$ cat config.mk
export PLATFORM = sky130hd
export DESIGN_NAME = seq_mac_unit
export DESIGN_NICKNAME = d
export VERILOG_FILES = /design/src/rtl/seq_mac_unit.sv
export SDC_FILE = /design/constraint.sdc
export NUM_CORES = 1
export LEC_CHECK = 0
export ABC_AREA = 1
export BUFFER_PORTS_ARGS = -buffer_cell sky130_fd_sc_hd__buf_4
export CAP_MARGIN = 40
export CORE_MARGIN = 2
export CORE_UTILIZATION = 48
export CTS_CLUSTER_SIZE = 20
export DETAILED_ROUTE_END_ITERATION = 10
export GPL_TIMING_DRIVEN = 0
export PLACE_DENSITY = 0.72
export SLEW_MARGIN = 20
export SYNTH_ARGS = -nofsm -noshare
export SYNTH_HDL_FRONTEND = slang
export SYNTH_SLANG_ARGS = --single-unit
$ cat constraint.sdc
create_clock -name clk -period 4.3 [get_ports clk]
set_input_delay 0 -clock clk [delete_from_list [all_inputs] [get_ports clk]]
set_output_delay 0 -clock clk [all_outputs]
set_load 0.005 [all_outputs]
$ cat src/rtl/seq_mac_unit.sv
// seq_mac_unit: radix-2 shift-add multiply-accumulate lane, one add-and-shift step per clock,
// signed/unsigned operands and an optional wrapping running accumulator.
module seq_mac_unit #(
  parameter int WIDTH     = 8,
  parameter int ACC_WIDTH = 2*WIDTH+8
) (
  input  logic                   clk,
  input  logic                   reset_n,
  input  logic                   start,
  input  logic                   signed_mode,
  input  logic                   acc_en,
  input  logic                   acc_clr,
  input  logic [WIDTH-1:0]       a,
  input  logic [WIDTH-1:0]       b,
  output logic                   busy,
  output logic                   done,
  output logic [2*WIDTH-1:0]     product,
  output logic [ACC_WIDTH-1:0]   acc_out
);
  localparam int CW = $clog2(WIDTH);
  typedef enum logic [1:0] {IDLE, RUN, DONE} state_t;
  state_t state_q, state_d;
  logic [WIDTH-1:0] mcand_q, mcand_d, lo_q, lo_d, lo_n;
  logic [WIDTH:0] hi_q, hi_d, hi_n, mcand_ext, sum;
  logic [CW-1:0] cnt_q, cnt_d;
  logic sgn_q, sgn_d, acc_en_q, acc_en_d, last, run, fin, load;
  logic [2*WIDTH-1:0] prod_q, prod_d, prod_n;
  logic [ACC_WIDTH-1:0] acc_q, acc_d, prod_ext;
  always_comb begin
    run = state_q == RUN;
    last = cnt_q == CW'(WIDTH-1);
    fin = run && last;
    load = !run && start;
    mcand_ext = {sgn_q & mcand_q[WIDTH-1], mcand_q};
    // the multiplier's sign bit carries weight -2^(W-1), hence the final subtract
    sum = !lo_q[0] ? hi_q : (sgn_q && last) ? hi_q - mcand_ext : hi_q + mcand_ext;
    hi_n = {sgn_q & sum[WIDTH], sum[WIDTH:1]};
    lo_n = {sum[0], lo_q[WIDTH-1:1]};
    prod_n = {hi_n[WIDTH-1:0], lo_n};
    prod_ext = sgn_q ? ACC_WIDTH'($signed(prod_n)) : ACC_WIDTH'(prod_n);
    state_d = load ? RUN : fin ? DONE : run ? RUN : IDLE;
    mcand_d = load ? a : mcand_q;
    hi_d = load ? '0 : run ? hi_n : hi_q;
    lo_d = load ? b : run ? lo_n : lo_q;
    cnt_d = load ? '0 : run ? cnt_q + CW'(1) : cnt_q;
    sgn_d = load ? signed_mode : sgn_q;
    acc_en_d = load ? acc_en : acc_en_q;
    prod_d = fin ? prod_n : prod_q;
    acc_d = (acc_clr ? '0 : acc_q) + ((fin && acc_en_q) ? prod_ext : '0);
  end
  always_ff @(posedge clk or negedge reset_n) begin
    if (!reset_n) begin
      state_q  <= IDLE;
      mcand_q  <= '0;
      hi_q     <= '0;
      lo_q     <= '0;
      cnt_q    <= '0;
      sgn_q    <= 1'b0;
      acc_en_q <= 1'b0;
      prod_q   <= '0;
      acc_q    <= '0;
    end else begin
      state_q  <= state_d;
      mcand_q  <= mcand_d;
      hi_q     <= hi_d;
      lo_q     <= lo_d;
      cnt_q    <= cnt_d;
      sgn_q    <= sgn_d;
      acc_en_q <= acc_en_d;
      prod_q   <= prod_d;
      acc_q    <= acc_d;
    end
  end
  assign busy    = state_q == RUN;
  assign done    = state_q == DONE;
  assign product = prod_q;
  assign acc_out = acc_q;
endmodule

After elaboration in Yosys (flattened, before gate mapping). Cells that the tools add are included. W data, S select, Z words.

Output and inout port bits: 42. Register bits: 72. Input port bits: 22. Logic and storage cells: 38.

Add/subtract/negate cells: 4. Bitwise operators: 2. Reductions and logical operators: 6. Equal/unequal tests: 3. Muxes and demuxes: 14.

Operator list (number): $mux W24 (3); $mux W9 (4); $add A24 B24 Y24 (1); $mux W8 (2); $add A9 B9 Y9 (1); $sub A9 B9 Y9 (1); $mux W3 (2); $logic_and A1 B1 Y1 (4); $mux W2 (2); $add A3 B1 Y3 const B (1); $eq A3 B3 Y1 const B (1); $and A1 B1 Y1 (2); $eq A2 B1 Y1 const B (1); $eq A2 B2 Y1 const B (1); $reduce_bool A2 Y1 (1); $logic_not A1 Y1 (1); $mux W1 (1).

Depth between registers and ports, before layout.
Word-level depth: 7. Depth in mapped cells: 30. Gate-level depth less buffers: 30.

Worst setup path before layout. Ideal clock, no wire load.

Path type: reg2reg. Start: reg cnt_q[0]. End: reg acc_q[23] (netlist: acc_out[23]). Path slack: 414 ps. Period minus slack after synthesis: 3886 ps. Library setup time: 116 ps. Data arrival time: 3770 ps. Data required time: 4184 ps. Cell stages (with the launch flop): 30. Buffers on the path: 0. Cell sequence: dfrtp_1 > ha_1 > ha_1 > nand2_4 > inv_1 > nor2_1 > xnor2_1 > ha_1 > a21oi_1 > o21ai_0 > a21o_1 > a21oi_1 > inv_1 > a21oi_1 > o21bai_1 > xnor2_1 > nand2_1 > o21ai_0 > nor2_1 > ha_1 > a21oi_1 > inv_1 > a21oi_1 > nand2_1 > nand4_1 > nand3_2 > nand2_1 > nand2_1 > nand2_1 > nand2_1.

Word-level cells in the longest chain between the ends: 7. Elaborated cells between the ends (all ways): 9. Classes of those cells: add/sub (1); eq/ne (1); mux (4); reduce/logical (3).

RTL lines: start: declaration (RTL line 25) `logic [CW-1:0] cnt_q, cnt_d;`; start signal: assignment (RTL line 67) `cnt_q <= cnt_d;`; $eq A3 B3 Y1 (*) (RTL line 31) `last = cnt_q == CW'(WIDTH-1);`; $logic_and A1 B1 Y1 (RTL line 36) `sum = !lo_q[0] ? hi_q : (sgn_q && last) ? hi_q - mcand_ext : hi_q + mcand_ext;`; $mux W9 (2 in a row) (RTL line 36); $mux W24 (RTL line 40) `prod_ext = sgn_q ? ACC_WIDTH'($signed(prod_n)) : ACC_WIDTH'(prod_n);`; $mux W24 (*) (RTL line 49) `acc_d = (acc_clr ? '0 : acc_q) + ((fin && acc_en_q) ? prod_ext : '0);`; $add A24 B24 Y24 (*) (RTL line 49); named net acc_d[23] (RTL line 28) `logic [ACC_WIDTH-1:0] acc_q, acc_d, prod_ext;`; end signal: assignment (RTL line 61) `acc_q <= '0;`; end signal: assignment (RTL line 71) `acc_q <= acc_d;`; end: declaration (RTL line 28).

Mark *: on every way through the listed nets, which the timed path passes. The rest lies on a longest branch. A chain may end at the register's enable or synchronous reset.

Final worst setup path.
Start: reg cnt_q[0]. End: reg acc_q[20] (netlist: acc_out[20]).

Same word-level chain as after synthesis.

==> impl_metrics.tcl <==
set metrics [dict create \
    cp-start-kind "flip-flop" \
    portBuffers 63 \
    reg2reg_from "cnt_q[0]" \
    hp-start "start" \
    powerDensity_nw_per_um2 605.5 \
    vias 4086 \
    viasPerCell 5.166 \
    drc 0 \
    synthAdderAreaFrac_pct 10.09 \
    nNetsFinal 732 \
    hold_viol 0 \
    antenna_found_initial 0 \
    holdPathStages 4 \
    crit_top_cell "nand2_1" \
    grt_overflow 0 \
    pin_count 64 \
    rr_endpoint "acc_out[20]" \
    start_util_pct 49.05 \
    yosysMostFrequentCell "nand2_1" \
    synth.area.mux_share_pct 0 \
    floorplan.die_area_um2 10140 \
    synth_top_area_share_pct 40.13 \
    synth_compound_gate_area_share_pct 13.68 \
    clock_path_buffers 2 \
    path_max_fanout 7 \
    cts_tree "built" \
    avgSynthCellArea_um2 7.960 \
    crit_start "cnt_q[0]" \
    place_area_um2 5129 \
    setup_violations 0 \
    ys_warn_count 0 \
    cts.sinks 72 \
    finalCritPeriodShare_pct 94.44 \
    synth_common_cells "127 x nand2_1, 84 x inv_1, 72 x dfrtp_1" \
    ant_nets 0 \
    fin_area_um2 5771 \
    setup_slack_ns 0.2392 \
    netlist_instances 564 \
    grt_usage_pct 23.21 \
    first_pass_iters 5 \
    cts_root_buf "clkbuf_8" \
    clk_pin_slew_ns 0.08 \
    holdPathEnd "mcand_q[5]" \
    hpwl_um 8168 \
    maxSlewHeadroom_pct 53.11 \
    drv_cap 0 \
    ys_ff_latch 72 \
    criticalPathCategory "reg2reg" \
    drt_iter0_markers 183 \
    rows 35 \
    grt_pass1_wl_um 18490 \
    netlist-cell-type-count 40 \
    synth_top_family_by_area "simple AND/OR/NAND/NOR gates" \
    cp.required_ns 4.54 \
    synth_flop_cell "dfrtp_1" \
    yosysSeqAreaShare_pct 40.13 \
    grt_pass1_vias 4038 \
    cts_buffers 9 \
    postRouteWirelength_um 11170 \
    avgRoutedWirePerCell_um 14.12 \
    clkLatencyLatePin_ns 0.36 \
    synth_area_leader_cell "dfrtp_1" \
    tightest_slew_ns 0.7008 \
    drive_gt1_share_pct 20.44 \
    min_period_ns 4.061 \
    die_y_um 100.7 \
    slowest_delay_ns 0.40 \
    p_leak_nw 3.121 \
    worstHoldPathType "in2reg" \
    syn_nets 621 \
    gp_congestion 0.9319 \
    outcome "finished clean" \
    synth-simple-area-share_pct 21.49 \
    syn-cell-area_um2 4489 \
    slowest_stage "dfrtp_1" \
    worst-path-buf-inv 6 \
    core_area_um2 9153 \
    dp_slack_ns -0.1267 \
    peakVddDrop_mv 0.3096 \
    grt_max_degree 58 \
    synthToLayoutAreaGrowth_pct 28.54 \
    cp_top_family "simple AND/OR/NAND/NOR gates" \
    arrival_ns 4.30 \
    finalMaxSlewViolations 0 \
    fillerInstances 782 \
    cp-end-kind "flip-flop" \
    synth_edf_count 0 \
    synth_xor_area_share_pct 6.243 \
    fmax_mhz 246.3 \
    htree_levels 3 \
    antennaDiodeCount 0 \
    clock_skew_ns 0.01098 \
    worstRegToRegCells 28 \
    async_flop_share_pct 100.0 \
    synthTopCellsByArea "dfrtp_1 40%, nand2_1 11%, ha_1 9.2%" \
    die_w_um 100.7 \
    ff2ff_setup_slack_ns 0.24 \
]
per-layer routing:
metal	vias up	global-route usage, %	routed length, um
met2	103	37.44	5269
met4	0	7.165	209
li1	2040	-	-
met1	1924	31.31	5171
met3	19	5.062	516
met5	-	0	0
flip-flops by register name, indices dropped and copies added, names as in the netlist:
signal / cells
acc_out: 24
lo_q: 8
mcand_q: 8
hi_q: 9
cnt_q: 3
state_q: 2
product: 16
acc_en_q: 1
sgn_q: 1
layout by cell type (no fill, tap or decap), types with 2 or more instances in the layout:
cell type      count
nand2_4            3
a21o_1             4
o21ai_0           34
a21oi_1           25
dlygate4sd3_1     22
clkinv_2           2
o21ai_2            3
inv_1             83
o22ai_1            6
o21ai_1            9
nor2_2             3
clkbuf_8           9
nand3_2            3
nand3_1            8
nand2_2           13
a31oi_1            2
buf_4             77
nand2_1          124
a22o_1             2
clkbuf_1          11
dfrtp_1           72
fa_1               2
o221ai_1           6
o21bai_1           2
nor2_1            52
ha_4               2
a21oi_2            7
ha_1              29
inv_2              2
bufinv_16          3
xnor2_1            9
ha_2               2
xor2_1            23
nand4_1            7
o211ai_1           2
what timing repair did:
action	4_1_cts	5_1_grt
hold buffers	22	0
setup buffers	3	11
resized for setup	3	26
endpoints found under the setup margin	3	9
hold endpoints to repair	90	0
pin swaps	2	14
cell type report:
type	count	area [um^2]	area share, %
multi-input cells	394	2392	41.46
flip-flops and latches	72	1802	31.22
clock inverters	6	107.6	1.865
plain buffers	13	57.56	0.9974
repair buffers	100	825.8	14.31
well taps	111	138.9	2.407
inverters	85	319.1	5.529
clock buffers	10	127.6	2.212
report_power, final:
group	switching, mW	internal [mW]
Clock	0.269	0.384
Sequential	0.163	0.901
Combinational	1.01	0.767
kinds of logic after synthesis:
kind of cell	count (synthesis)
flops	72
compound gates	107
xor+xnor	32
fa+ha+maj	35
buf+inv	98
simple gates	220
tightest hold or removal path, stage by stage:
cell and delay, ns:
buf_4 0.08, nand2_1 0.11, nand2_1 0.08, nand2_1 0.05
stage by stage:
stage | instances | util (%) | TNS [ns] | total power, mW | hold slack, ns
after floorplan | 564 | - | 0 | 2.166 | -0.2956
after global placement | 738 | 55.73 | -0.03702 | 2.588 | 0.1848
after detailed placement | 739 | 56.04 | -0.1801 | 2.658 | -0.1107
after CTS | 780 | 61.34 | 0 | 3.380 | 0.0001638
after global routing | 791 | 63.05 | -0.07268 | 3.798 | 0.03031
final | 791 | 63.05 | 0 | 3.494 | 0.01357
worst max-delay path by stage:
stage                             end  slack [ns]  cells after the start
after detailed placement  acc_out[23]       -0.13                     29
after CTS                 acc_out[23]        0.06                     29
after global routing      acc_out[23]       -0.05                     29
after global placement    acc_out[23]       -0.04                     29
after floorplan           acc_out[23]        0.41                     29
final                     acc_out[20]        0.24                     28
Power figures use the tool's default switching activity.
